==> src/rtl/ib_read_contr_b3.sv <==
// Read-side controller for the block-3 input buffer: fetches 16 RAM lanes word by word
// and serialises each word MSB-first, with lane i trailing lane 0 by exactly i cycles.
module ib_read_contr_b3 #(
    parameter int NUM_LANES = 16,
    parameter int WORD_W    = 32,
    parameter int NUM_WORDS = 14,
    parameter int ADDR_W    = 4
) (
    input  logic                          clk,
    input  logic                          rst,
    input  logic                          start,
    output logic [NUM_LANES-1:0]          rd_en,
    output logic [NUM_LANES*ADDR_W-1:0]   rd_addr,
    input  logic [NUM_LANES*WORD_W-1:0]   rd_data,
    output logic [NUM_LANES-1:0]          bout,
    output logic [NUM_LANES-1:0]          bout_val,
    output logic                          busy,
    output logic                          done
);

    typedef enum logic [1:0] {
        S_IDLE,
        S_FETCH,
        S_SHIFT,
        S_FIN
    } state_t;

    localparam logic [4:0]        LAST_BIT     = 5'(WORD_W - 1);
    localparam logic [4:0]        PREFETCH_BIT = 5'(WORD_W - 3);
    localparam logic [4:0]        DRAIN_LAST   = 5'(NUM_LANES - 2);
    localparam logic [ADDR_W-1:0] LAST_WORD    = ADDR_W'(NUM_WORDS - 1);

    state_t              r_state;
    state_t              w_state_nxt;
    logic [4:0]          r_bit_cnt;
    logic [4:0]          w_bit_cnt_nxt;
    logic [ADDR_W-1:0]   r_word_cnt;
    logic [ADDR_W-1:0]   w_word_cnt_nxt;
    logic                r_busy;
    logic                w_busy_nxt;
    logic                r_done;
    logic                w_done_nxt;

    logic                w_rd_en0_nxt;
    logic [ADDR_W-1:0]   w_addr0_nxt;
    logic                w_val0_nxt;

    // Skew lines: index 0 is lane 0, index i is lane 0 delayed by i cycles.
    logic [NUM_LANES-1:0] r_rd_en;
    logic [NUM_LANES-1:0] r_ld;
    logic [NUM_LANES-1:0] r_val;
    logic [ADDR_W-1:0]    r_addr [NUM_LANES];
    logic [WORD_W-1:0]    r_sreg [NUM_LANES];
    logic [NUM_LANES-1:0] w_bout;

    // Lane-0 sequencer. r_word_cnt is the word currently being emitted; the next word
    // is requested two bits before the current one runs out so the stream never gaps.
    always_comb begin
        // NOTE: every output of this block gets a default first so no path infers a latch.
        w_state_nxt    = r_state;
        w_bit_cnt_nxt  = r_bit_cnt;
        w_word_cnt_nxt = r_word_cnt;
        w_busy_nxt     = r_busy;
        w_done_nxt     = r_done;
        w_rd_en0_nxt   = 1'b0;
        w_addr0_nxt    = r_addr[0];
        w_val0_nxt     = r_val[0];

        case (r_state)
            S_IDLE: begin
                if (start) begin
                    w_state_nxt    = S_FETCH;
                    w_rd_en0_nxt   = 1'b1;
                    w_addr0_nxt    = '0;
                    w_word_cnt_nxt = '0;
                    w_bit_cnt_nxt  = '0;
                    w_busy_nxt     = 1'b1;
                    w_done_nxt     = 1'b0;
                end
            end

            S_FETCH: begin
                if (r_ld[0]) begin
                    w_state_nxt   = S_SHIFT;
                    w_val0_nxt    = 1'b1;
                    w_bit_cnt_nxt = '0;
                end
            end

            S_SHIFT: begin
                w_bit_cnt_nxt = r_bit_cnt + 5'd1;
                if (r_bit_cnt == PREFETCH_BIT && r_word_cnt != LAST_WORD) begin
                    w_rd_en0_nxt = 1'b1;
                    w_addr0_nxt  = r_word_cnt + ADDR_W'(1);
                end
                if (r_bit_cnt == LAST_BIT) begin
                    if (r_word_cnt == LAST_WORD) begin
                        w_state_nxt   = S_FIN;
                        w_val0_nxt    = 1'b0;
                        w_bit_cnt_nxt = '0;
                    end else begin
                        w_word_cnt_nxt = r_word_cnt + ADDR_W'(1);
                    end
                end
            end

            S_FIN: begin
                // Lanes 1..NUM_LANES-1 are still draining through the skew lines.
                if (r_bit_cnt == DRAIN_LAST) begin
                    w_state_nxt = S_IDLE;
                    w_busy_nxt  = 1'b0;
                    w_done_nxt  = 1'b1;
                end else begin
                    w_bit_cnt_nxt = r_bit_cnt + 5'd1;
                end
            end

            default: w_state_nxt = S_IDLE;
        endcase
    end

    always_ff @(posedge clk or posedge rst) begin
        if (rst) begin
            r_state    <= S_IDLE;
            r_bit_cnt  <= '0;
            r_word_cnt <= '0;
            r_busy     <= 1'b0;
            r_done     <= 1'b0;
        end else begin
            r_state    <= w_state_nxt;
            r_bit_cnt  <= w_bit_cnt_nxt;
            r_word_cnt <= w_word_cnt_nxt;
            r_busy     <= w_busy_nxt;
            r_done     <= w_done_nxt;
        end
    end

    always_ff @(posedge clk or posedge rst) begin
        if (rst) begin
            r_rd_en <= '0;
            r_ld    <= '0;
            r_val   <= '0;
            // NOTE: these arrays are ordinary flops, not RAM, so they are reset like any register.
            for (int i = 0; i < NUM_LANES; i++) begin
                r_addr[i] <= '0;
            end
        end else begin
            r_rd_en[0] <= w_rd_en0_nxt;
            r_val[0]   <= w_val0_nxt;
            r_addr[0]  <= w_addr0_nxt;
            // NOTE: non-blocking assignment makes each stage take its neighbour's old value.
            for (int i = 1; i < NUM_LANES; i++) begin
                r_rd_en[i] <= r_rd_en[i-1];
                r_val[i]   <= r_val[i-1];
                r_addr[i]  <= r_addr[i-1];
            end
            r_ld <= r_rd_en;
        end
    end

    // A load coincides with the last bit of the previous word, so load wins over shift.
    always_ff @(posedge clk or posedge rst) begin
        if (rst) begin
            for (int i = 0; i < NUM_LANES; i++) begin
                r_sreg[i] <= '0;
            end
        end else begin
            for (int i = 0; i < NUM_LANES; i++) begin
                if (r_ld[i]) begin
                    r_sreg[i] <= rd_data[i*WORD_W +: WORD_W];
                end else if (r_val[i]) begin
                    r_sreg[i] <= {r_sreg[i][WORD_W-2:0], 1'b0};
                end
            end
        end
    end

    for (genvar g = 0; g < NUM_LANES; g++) begin : g_lane
        assign rd_addr[g*ADDR_W +: ADDR_W] = r_addr[g];
        assign w_bout[g]                   = r_sreg[g][WORD_W-1] & r_val[g];
    end

    assign rd_en    = r_rd_en;
    assign bout     = w_bout;
    assign bout_val = r_val;
    assign busy     = r_busy;
    assign done     = r_done;

endmodule
==> config.mk <==
export PLATFORM = sky130hd
export DESIGN_NAME = ib_read_contr_b3
export DESIGN_NICKNAME = d
export VERILOG_FILES = /design/src/rtl/ib_read_contr_b3.sv
export SDC_FILE = /design/constraint.sdc
export NUM_CORES = 1
export LEC_CHECK = 0
export CORE_AREA = 2 2 242 244
export DETAILED_ROUTE_END_ITERATION = 16
export DIE_AREA = 0 0 244 246
export PLACE_DENSITY = 0.72
export SKIP_CTS_REPAIR_TIMING = 1
export SKIP_LAST_GASP = 1
export SYNTH_ARGS = -nofsm -noshare
export SYNTH_HDL_FRONTEND = slang
export SYNTH_SLANG_ARGS = --single-unit
==> constraint.sdc <==
create_clock -name clk -period 25 [get_ports clk]
set_input_delay 5 -clock clk [delete_from_list [all_inputs] [get_ports clk]]
set_output_delay 5 -clock clk [all_outputs]
set_load 0.01 [all_outputs]
==> run summary, run 1 <==
Max Cap Viol -> 0
Critical path type -> input port to async pin
Htree depth -> 3
Ys flop type -> dfrtp_1
Leading post-synthesis cells by cell area -> dfrtp_1, mux2i_1, o21ai_0
Wire length per cell -> 18.8 µm
Fin nets -> 3522
Clock sink count -> 622
Fin. Hold Viols -> 0
Syn avg cell area -> 10.9 µm²
First-pass GRT wire length -> 110000 µm
Max_slew headroom -> 29.2%
Commonest non-fill, non-tap cell in the layout -> clkdlybuf4s50_1
Placed inst area -> 33400 µm²
Initial Util -> 46.6%
Routed via count -> 19800
Largest net degree at the start of global routing -> 121
Worst skew pair latency -> 0.60 ns
Critical Path Sink Type -> async pin
Share of cells above drive strength 1 -> 5.42%
CTS Buf Count -> 67
Startpoint Class -> input port
Syn. warnings -> 0
Crit path time final -> 8.25 ns
Commonest non-fill, non-tap cells in the layout -> clkdlybuf4s50_1, dfrtp_1, o21ai_0, nand2_1, mux2i_1
Hold Crit Endpoint -> rd_addr[8]$_DFF_PP0_
Row Count -> 88
Yosys reg bits -> 622
CTS root buffer -> clkbuf_16
Setup WS pre-CTS -> 15.92 ns
Initial antenna violation count -> 26
Setup WS post-layout -> 16.75 ns
Total Routing Usage GR -> 23.5%
Die width -> 244 µm
CP max stage delay -> 0.94 ns
Leak -> 0.0175 µW
Design Area, Final -> 35700 µm²
Yosys top cell by area -> dfrtp_1
Reg-to-reg endpoint -> r_word_cnt[3]$_DFFE_PP0P_
Detailed-router iteration count before antenna repair -> 6
PortBufs -> 628
Worst ir drop on vdd -> 0.0000474 V
Layout area overhead -> 33.3%
Worst endpoint required time -> 25.47 ns
WP data arrival -> 8.73 ns
GRT Residual Overflow -> 0
Detailed placement HPWL -> 51900 µm
WL final -> 71800 µm
Final Cycle Share -> 33.0%
RSZ-0062 raised after global routing -> false
Multi-input gate area -> 10300 µm²
Drt drc -> 0
Clk_skew -> 0.0213 ns
Start of the worst register-to-register path -> r_state[0]$_DFFE_PP0P_
Final Slew Violations -> 0
Mean number of vias per cell -> 5.18
Setup TNS -> 0 ns
Initial DRC count -> 1042
PwrDens -> 61.4 nW/µm²
Post-synth top area share -> 58.2%
Clock transition at path regs -> 0.06 ns
Min-delay src -> rd_addr[4]$_DFF_PP0_
Max frequency -> 121 MHz
Critical Path Fanout Max -> 120
Full die area -> 60000 µm²
Hold Path Stages -> 0
Register-to-register path setup slack -> 22.72 ns
Asr flop ratio synth -> 100%
Clock buffer depth -> 3
Final Util -> 62.1%
Post-Synthesis Cells -> 2460
Synth Cell Area -> 26700 µm²
CP dominant cell by count -> buf_4
Syn nets -> 2986
Post-route antenna net violation count -> 0
Status -> finished, final reports clean
Worst Hold Class -> flop to flop
Final RePlAce weighted congestion -> 0.933
Worst slew pin tran -> 1.06 ns
IO Pins -> 629
Number of synthesized flops with an enable pin -> 0
R2r worst-path depth -> 6
Cells along the critical path -> clkdlybuf4s50_1 -> inv_8 -> buf_4 -> buf_4 -> buf_4
CTS tree -> yes
Seq/Total Area, Yosys -> 58.2%
Die height -> 246 µm
Library cells used by synthesis -> 37
# setup viols final -> 0
Reg area -> 15600 µm²
Highest-delay cell along the critical path -> buf_4
Number of global-route vias before repair -> 20100
Filler Cell Count -> 4600
Core Footprint -> 57400 µm²
-- per-layer routing --
metal / up-vias / part of all wire (%) / track usage [%]
met5: - / 0.30 / 0
met4: 30 / 2.8 / 8.59
met1: 9560 / 41 / 29.5
li1: 9511 / - / -
met3: 128 / 8.2 / 7.03
met2: 587 / 48 / 38.4
-- worst max-delay path by stage --
stage | slack, ns | startpoint | to | cells past startpoint
after CTS | 16.57 | rst | r_ld[13]$_DFF_PP0_ | 5
after global placement | 16.03 | rst | r_ld[13]$_DFF_PP0_ | 5
final | 16.75 | rst | r_ld[13]$_DFF_PP0_ | 5
after floorplan | 2.58 | rst | bout_val[0]$_DFFE_PP0P_ | 1
after global routing | 16.12 | rst | r_ld[13]$_DFF_PP0_ | 5
after detailed placement | 15.92 | rst | r_ld[13]$_DFF_PP0_ | 5
-- cell families after synthesis --
kind of cell | Yosys count | share of synthesized area (%)
AOI/OAI and AO/OA | 550 | 10.6
xor gates and xnor gates | 2 | 0.0655
adders and majority gates | 11 | 0.515
buffers and inverters | 201 | 3.26
DFF | 622 | 58.2
muxes | 500 | 18.8
and+or+nand+nor | 574 | 8.60
-- Yosys cell counts, types with 3 or more instances --
cell type,n
inv_1,8
nand2_1,516
o21ai_0,521
and3_1,3
ha_1,11
o31ai_1,5
and2_1,17
buf_4,15
a22o_1,5
clkbuf_1,129
nor2b_1,3
buf_2,49
nand3_1,5
mux2i_1,496
nand2b_1,20
dfrtp_1,622
nor2_1,3
a21oi_1,7
-- sequential cells by signal, summed over array words and instances (netlist names) --
signal      cells
bout_val       16
busy            1
rd_addr        64
rd_en           1
r_state         2
done            1
r_ld           16
r_word_cnt      4
r_sreg        512
r_bit_cnt       5
-- critical path: cells and delay by family --
kind	cells	cell delay, ns
buffers and inverters	5	3.56
-- final cells by class --
| class | count | area share (%) |
|---|---|---|
| sequential | 622 | 43.7 |
| antenna | 12 | 0.0842 |
| timing repair buffer | 660 | 18.3 |
| inverter | 8 | 0.105 |
| tap | 765 | 2.68 |
| clock buffer | 101 | 5.51 |
| multi-input combinational | 1637 | 28.9 |
| clock inverter | 19 | 0.653 |
-- per-stage QoR --
step	power [µW]	hold WS [ns]	instances
after floorplan	1110	0.373	2460
after global placement	1220	0.357	3692
after detailed placement	1220	0.359	3692
after CTS	2220	0.370	3812
after global routing	2270	0.378	3817
final	2190	0.371	3824
-- power breakdown --
group / total [µW] / switching [µW] / internal, µW / leakage, µW
Combinational: 145 / 54.2 / 91.2 / 0.00889
Clock: 987 / 401 / 586 / 0.00109
Sequential: 1060 / 18.6 / 1040 / 0.00747
Note: power is estimated with default switching activity, not from simulation.
==> run 2, diff against run 1 <==
==> constraint.sdc (replaced) <==
create_clock -name clk -period 8.1 [get_ports clk]
set_input_delay 1.62 -clock clk [delete_from_list [all_inputs] [get_ports clk]]
set_output_delay 1.62 -clock clk [all_outputs]
set_load 0.01 [all_outputs]
==> run 2 against run 1 <==
Compared with the run above: die area is the same; clock skew shrank 0.0072 ns; sequential share of layout area is 0.055 points lower; critical path type is now flop to output port.
==> run summary, run 2 (same netlist as run 1, synthesis figures left out) <==
Cells along the critical path -> and2_1 -> clkdlybuf4s50_1
Final Cycle Share -> 49.6%
Initial DRC count -> 1341
Dpl cells -> 3690
Critical path type -> flop to output port
Max frequency -> 249 MHz
Final RePlAce weighted congestion -> 0.918
Layout area overhead -> 33.4%
Critical Path Sink Type -> output port
Largest reg by FF count -> r_sreg
Worst endpoint required time -> 6.48 ns
Status -> finished, final reports clean
Drt drc -> 0
Seq pwr share -> 47.9%
CP max stage delay -> 1.02 ns
Hold Crit Endpoint -> rd_addr[61]$_DFF_PP0_
Final Slew Violations -> 0
Largest net degree at the start of global routing -> 193
Worst skew pair latency -> 0.59 ns
PwrDens -> 191 nW/µm²
Worst Hold Slack -> 0.371 ns
Detailed-router iteration count before antenna repair -> 5
Commonest non-fill, non-tap cells in the layout -> clkdlybuf4s50_1, dfrtp_1, o21ai_0, nand2_1, mux2i_1
Fin. Hold Viols -> 0
Wire length per cell -> 19.2 µm
Max reg flops -> 512
WP data arrival -> 2.40 ns
Highest-delay cell along the critical path -> dfrtp_2
Initial Util -> 46.6%
CTS tree -> yes
Sw frac -> 21.2%
Sw Pwr -> 1450 µW
Die width -> 244 µm
Max_slew headroom -> 27.0%
Full die area -> 60000 µm²
Setup WS pre-CTS -> 4.10 ns
Core Footprint -> 57400 µm²
CTS root buffer -> clkbuf_16
Startpoint Class -> flop
GRT Residual Overflow -> 0
Reg-to-reg endpoint -> r_word_cnt[3]$_DFFE_PP0P_
Htree depth -> 3
CTS Buf Count -> 67
Detailed placement HPWL -> 52600 µm
Mean number of vias per cell -> 5.21
Clock sink count -> 622
Hold Path Stages -> 0
First-pass GRT wire length -> 113000 µm
Worst slew pin tran -> 1.10 ns
Non-Filler Instances -> 3816
Logic pwr share -> 6.6%
Post-route antenna net violation count -> 0
Worst ir drop on vdd -> 0.000144 V
Number of global-route vias before repair -> 20200
Share of cells above drive strength 1 -> 5.19%
Start of the worst register-to-register path -> r_state[0]$_DFFE_PP0P_
Register-to-register path setup slack -> 5.84 ns
R2r worst-path depth -> 6
Total Routing Usage GR -> 24.0%
RSZ-0062 raised after global routing -> false
Clock transition at path regs -> 0.06 ns
Min-delay src -> rd_addr[57]$_DFF_PP0_
Fin nets -> 3520
Critical Path Fanout Max -> 35
Setup WS post-layout -> 4.08 ns
Worst Hold Class -> flop to flop
PortBufs -> 628
Clk_skew -> 0.0142 ns
Clk pwr share -> 45.5%
WL final -> 73200 µm
Initial antenna violation count -> 17
Die height -> 246 µm
Leak -> 0.0175 µW
# setup viols final -> 0
Crit path time final -> 4.02 ns
Commonest non-fill, non-tap cell in the layout -> clkdlybuf4s50_1
IO Pins -> 629
Row Count -> 88
Max Cap Viol -> 0
Clock buffer depth -> 3
Internal -> 5370 µW
Routed via count -> 19900
-- run 2: cell types whose count changed in the layout (fill, tap and decap cells not counted), moves of 3 or more --
cell / before / now
buf_4: 32 / 28
clkbuf_16: 67 / 71
diode_2: 12 / 8
clkbuf_8: 16 / 13
clkinvlp_4: 0 / 3
dfrtp_1: 600 / 603
dfrtp_2: 22 / 19
-- run 2: routing by layer --
| layer | vias to the layer above | GRT usage, % | wire length, µm |
|---|---|---|---|
| li1 | 9489 | - | - |
| met1 | 9697 | 30.3 | 29900 |
| met2 | 577 | 40.5 | 36100 |
| met3 | 96 | 6.46 | 5540 |
| met4 | 20 | 6.62 | 1420 |
| met5 | - | 0 | 131 |
-- run 2: worst max-delay path by stage --
stage / start / end / slack [ns] / cells after the start
CTS: bout_val[10]$_DFF_PP0_ / bout[10] / 4.01 / 2
global route: bout_val[10]$_DFF_PP0_ / bout[10] / 3.99 / 2
global placement: rst / bout_val[14]$_DFF_PP0_ / 4.14 / 4
detailed placement: rst / bout_val[10]$_DFF_PP0_ / 4.10 / 4
finish: bout_val[10]$_DFF_PP0_ / bout[10] / 4.08 / 2
floorplan: rst / bout_val[0]$_DFFE_PP0P_ / -2.01 / 1
-- run 2: power groups by stage --
| stage | Sequential, µW | Combinational [µW] | Clock, µW |
|---|---|---|---|
| 6_report | 3270 | 452 | 3100 |
| 5_1_grt | 3280 | 494 | 3310 |
| 4_1_cts | 3270 | 460 | 3170 |
| 3_5_place_dp | 3320 | 456 | 0 |
| 3_3_place_gp | 3320 | 450 | 0 |
| 2_1_floorplan | 3310 | 134 | 0 |
-- run 2: critical path: cells and delay by family (launching register included) --
| kind | cells | cell delay [ns] |
|---|---|---|
| flip-flops | 1 | 1.02 |
| buffers and inverters | 1 | 0.53 |
| AND/OR/NAND/NOR | 1 | 0.24 |
-- run 2: metrics by stage --
step                setup TNS (ns)  cell area, µm²  power [µW]  util, %
finish                           0           35700        6820     62.2
global route                     0           35700        7080     62.2
CTS                              0           35700        6900     62.2
detailed placement               0           33400        3780     58.3
global placement                 0           33400        3770     58.3
floorplan                 -1250.81           26800        3440        -
-- run 2: area by class of cell --
class                      count  area [µm²]
fill                        4550       21700
sequential                   622       15600
multi-input combinational   1637       10300
timing repair buffer         658        6540
clock buffer                 102        2020
tap                          765         957
clock inverter                16         218
inverter                       8        33.8
antenna                        8        20.0
==> run 3, diff against run 2 <==
==> constraint.sdc (replaced) <==
create_clock -name clk -period 3.8 [get_ports clk]
set_input_delay 0.76 -clock clk [delete_from_list [all_inputs] [get_ports clk]]
set_output_delay 0.76 -clock clk [all_outputs]
set_load 0.01 [all_outputs]
==> run 3 against run 2 <==
Compared with the run above: via count up 0.24%; combinational power rose by 110%; clock skew rose by 0.0028 ns; highest routed layer unchanged; clock power up 120%; clock-buffer cell count fell by 2; critical path type unchanged; sequential share of layout area fell by 0.34 points; final cell count increased by 0.66%; utilization increased by 0.49 points; global-route usage is 0.073 points higher; wire length is 0.15% lower; register-to-register slack lost 4.3 ns.
==> run summary, run 3 (same netlist as run 1, synthesis figures left out) <==
Detailed placement HPWL -> 53500 µm
Layout area overhead -> 34.5%
Critical Path Sink Type -> output port
Htree depth -> 3
Drt drc -> 0
CTS root buffer -> clkbuf_16
Initial antenna violation count -> 33
IO Pins -> 629
Core Footprint -> 57400 µm²
# setup viols final -> 0
Wire length per cell -> 19.0 µm
Worst endpoint required time -> 3.04 ns
Commonest non-fill, non-tap cells in the layout -> clkdlybuf4s50_1, dfrtp_1, o21ai_0, nand2_1, mux2i_1
Critical Path Fanout Max -> 22
Max frequency -> 348 MHz
Setup TNS -> 0 ns
Row Count -> 88
Die width -> 244 µm
Non-Filler Instances -> 3841
Commonest non-fill, non-tap cell in the layout -> clkdlybuf4s50_1
Highest-delay cell along the critical path -> dfrtp_2
Initial Util -> 46.6%
Final Slew Violations -> 0
Detailed-router iteration count before antenna repair -> 5
Cells along the critical path -> and2_1 -> clkdlybuf4s50_1
CTS Buf Count -> 68
Critical path type -> flop to output port
Startpoint Class -> flop
GRT Residual Overflow -> 0
CP max stage delay -> 0.75 ns
RSZ-0062 raised after global routing -> false
WL final -> 73100 µm
Max reg flops -> 512
Clock sink count -> 622
Routed via count -> 19900
Initial DRC count -> 1086
Post-route antenna net violation count -> 0
Delay-heaviest family, CP -> flip-flops
Leak -> 0.0176 µW
Mean number of vias per cell -> 5.19
Clock buffer depth -> 3
Crit path buffers/inverters -> 1
Worst slew pin tran -> 0.834 ns
First-pass GRT wire length -> 112000 µm
Status -> finished, final reports clean
Fin nets -> 3535
Largest net degree at the start of global routing -> 116
PwrDens -> 412 nW/µm²
Largest reg by FF count -> r_sreg
Die height -> 246 µm
Final Cycle Share -> 75.7%
Worst ir drop on vdd -> 0.000345 V
CTS tree -> yes
Clock transition at path regs -> 0.06 ns
Total Routing Usage GR -> 24.0%
Clk_skew -> 0.0170 ns
Max Cap Viol -> 0
Worst skew pair latency -> 0.59 ns
Full die area -> 60000 µm²
Max_slew headroom -> 44.4%
Fin. Hold Viols -> 0
Dpl cells -> 3704
Worst Hold Class -> flop to flop
WP data arrival -> 2.12 ns
Share of cells above drive strength 1 -> 5.98%
Final RePlAce weighted congestion -> 0.927
PortBufs -> 628
Number of global-route vias before repair -> 20200
Crit path time final -> 2.88 ns
[run 3: layer usage]
layer	global-route usage (%)	wire length (µm)	part of all wire, %
met1	29.6	28900	40
met2	38.4	34500	47
met3	8.36	6810	9.3
met4	10.4	2640	3.6
met5	0	262	0.36
[run 3: final cells by class]
| class | count | area (µm²) |
|---|---|---|
| fill | 4636 | 21400 |
| sequential | 622 | 15600 |
| multi-input combinational | 1637 | 10300 |
| timing repair buffer | 672 | 6680 |
| clock buffer | 100 | 2070 |
| tap | 765 | 957 |
| clock inverter | 22 | 294 |
| antenna | 15 | 37.5 |
| inverter | 8 | 33.8 |
[run 3: power by group]
| part | leakage, µW | internal [µW] | total (µW) | switching, µW |
|---|---|---|---|---|
| clock network | 0.00117 | 4240 | 6890 | 2650 |
| registers | 0.00748 | 6840 | 6960 | 121 |
| logic | 0.00897 | 610 | 968 | 358 |
[run 3: stage by stage]
| stage | setup WS [ns] | power (µW) | hold slack [ns] | utilization, % | area (µm²) |
|---|---|---|---|---|---|
| after floorplan | -5.45 | 7330 | 0.373 | - | 26800 |
| after global placement | 1.38 | 8030 | 0.359 | 58.5 | 33600 |
| after detailed placement | 1.30 | 8050 | 0.358 | 58.5 | 33600 |
| after CTS | 0.874 | 15000 | 0.372 | 62.6 | 35900 |
| after global routing | 0.812 | 15400 | 0.376 | 62.7 | 35900 |
| final | 0.925 | 14800 | 0.369 | 62.7 | 36000 |
[run 3: final timing paths]
check                                       start                   endpoint  slack, ns  depth (start not counted)
max                         bout_val[9]$_DFF_PP0_                    bout[9]       0.92                          2
min                         rd_addr[15]$_DFF_PP0_      rd_addr[19]$_DFF_PP0_       0.37                          0
max reg2reg                r_state[0]$_DFFE_PP0P_  r_word_cnt[3]$_DFFE_PP0P_       1.51                          6
min reg2reg                 rd_addr[15]$_DFF_PP0_      rd_addr[19]$_DFF_PP0_       0.37                          0
max in group asynchronous                     rst    r_sreg[322]$_DFFE_PP0P_       2.08                          4
min in group asynchronous                     rst    r_sreg[226]$_DFFE_PP0P_       0.59                          2
==> variant: new RTL, settings of run 3 <==
Re-encode `state_t` (4 states) as one-hot, 4 bits wide.
--- a/src/rtl/ib_read_contr_b3.sv
+++ b/src/rtl/ib_read_contr_b3.sv
@@ -20,7 +20,7 @@
 
-    typedef enum logic [1:0] {
-        S_IDLE,
-        S_FETCH,
-        S_SHIFT,
-        S_FIN
+    typedef enum logic [3:0] {
+        S_IDLE  = 4'b0001,
+        S_FETCH = 4'b0010,
+        S_SHIFT = 4'b0100,
+        S_FIN   = 4'b1000
     } state_t;
Formal check against the unedited RTL: same outputs for any inputs over 10 cycles, from zero or initial values and one cycle with rst high; not proved beyond that.
==> variant against run 3 <==
Routed wire length up 1.2%. First-iteration DRC count up 8.1%. Synthesized cell count down 0.20%. Area after synthesis unchanged. Sequential cell count up 2. Design area up 0.42%. Worst setup slack better by 0.045 ns. Critical path type unchanged.
Power is not compared: it rests on default switching activity, and its combinational part moved more than twofold at a synthesized area within 25%.
==> variant: results (changes against run 3) <==
Synth
  – Post-synth cell types: 46 (+24%)
  – Top post-synthesis cells by count: dfrtp_1 (623), nand2_1 (517), o21ai_0 (517)
  – Synth Net Count: 2976 (-0.33%)
  – Sequential fraction of the synthesis area: 58.4% (+0.19 points)

Global route
  – First-pass GRT wire length: 112 mm (-0.41%)
  – Grt met1 use: 30.4% (+0.74 points)
  – Largest net degree at the start of global routing: 89 (-23%)
  – Initial antenna violation count: 27 (-18%)
  – Met2 Track Usage GR: 39.4% (+1.0 points)

Drt
  – Met2 wire length: 36.0 mm (+4.3%)
  – WL met1: 30.0 mm (+4.0%)
  – Vias per cell: 5.22 (+0.69%)
  – Drt first-iter violations: 1174 (+8.1%)
  – Wire per inst: 19.2 µm (+0.83%)
  – Met3 WL: 5.75 mm (-15%)

Worst setup path
  – Slowest CP cell: clkdlybuf4s50_1
  – Crit Path Max Fanout: 34 (+55%)
  – Crit-path max cell delay: 0.68 ns (-0.07 ns)
  – Worst path arrival time: 2.07 ns (-0.05 ns)
  – Delay-heaviest family, CP: buffers and inverters

Place
  – DP HPWL: 54.7 mm (+2.2%)
  – GP Congestion: 0.906 (-2.2%)

Outcome
  – Status: complete, no violations

Finish
  – Nets: 3534 (-0.028%)

STA
  – Relative slew margins: 29.7% (-15 points)
  – Clock Skew: 0.0159 ns (-0.00103 ns)

Clock tree
  – Cts bufs inserted: 67 (-1.5%)
-- variant: path summary, 6_finish.rpt --
path / startpoint / to / slack [ns] / cells past startpoint
min: rd_addr[6] / rd_addr[10] / 0.37 / 0
min in group asynchronous: rst / rd_addr[13] / 0.64 / 2
max in group asynchronous: rst / bout_val[11] / 2.12 / 4
min reg2reg: rd_addr[6] / rd_addr[10] / 0.37 / 0
max: bout_val[10] / bout_val[10] / 0.97 / 2
max reg2reg: r_bit_cnt[0] / r_word_cnt[0] / 1.83 / 5
-- variant: logic make-up (layout without fill, tap and decap cells) --
group           count (synthesis)  after routing  share of synthesized area [%]
simple gates                  576            576                           8.71
fa+ha+maj                       6              6                          0.281
compound gates                539            539                           10.3
mux                           504            504                           18.9
xor+xnor                        3              3                         0.0983
other cells                     0             23                              0
buf+inv                       203            815                           3.32
flops                         624            624                           58.4
-- variant: stage by stage --
step / worst slack (ns) / cells / area, µm²
2_1_floorplan: -5.48 / 2455 / 26800
3_3_place_gp: 1.47 / 3709 / 33700
3_5_place_dp: 1.45 / 3709 / 33700
4_1_cts: 0.910 / 3832 / 36100
5_1_grt: 0.867 / 3844 / 36100
6_report: 0.969 / 3855 / 36100
-- variant: final cells by class --
class,count,area (µm²)
antenna,23,57.6
clock buffer,91,1910
clock inverter,32,470
fill,4549,21200
inverter,10,41.3
multi-input combinational,1628,10200
sequential,624,15600
tap,765,957
timing repair buffer,682,6790
-- variant: report_power, final --
| part | total, mW | switching, mW | internal (mW) |
|---|---|---|---|
| clock network | 6.99 | 2.69 | 4.29 |
| logic | 5.62 | 3.00 | 2.63 |
| registers | 10.9 | 1.57 | 9.30 |
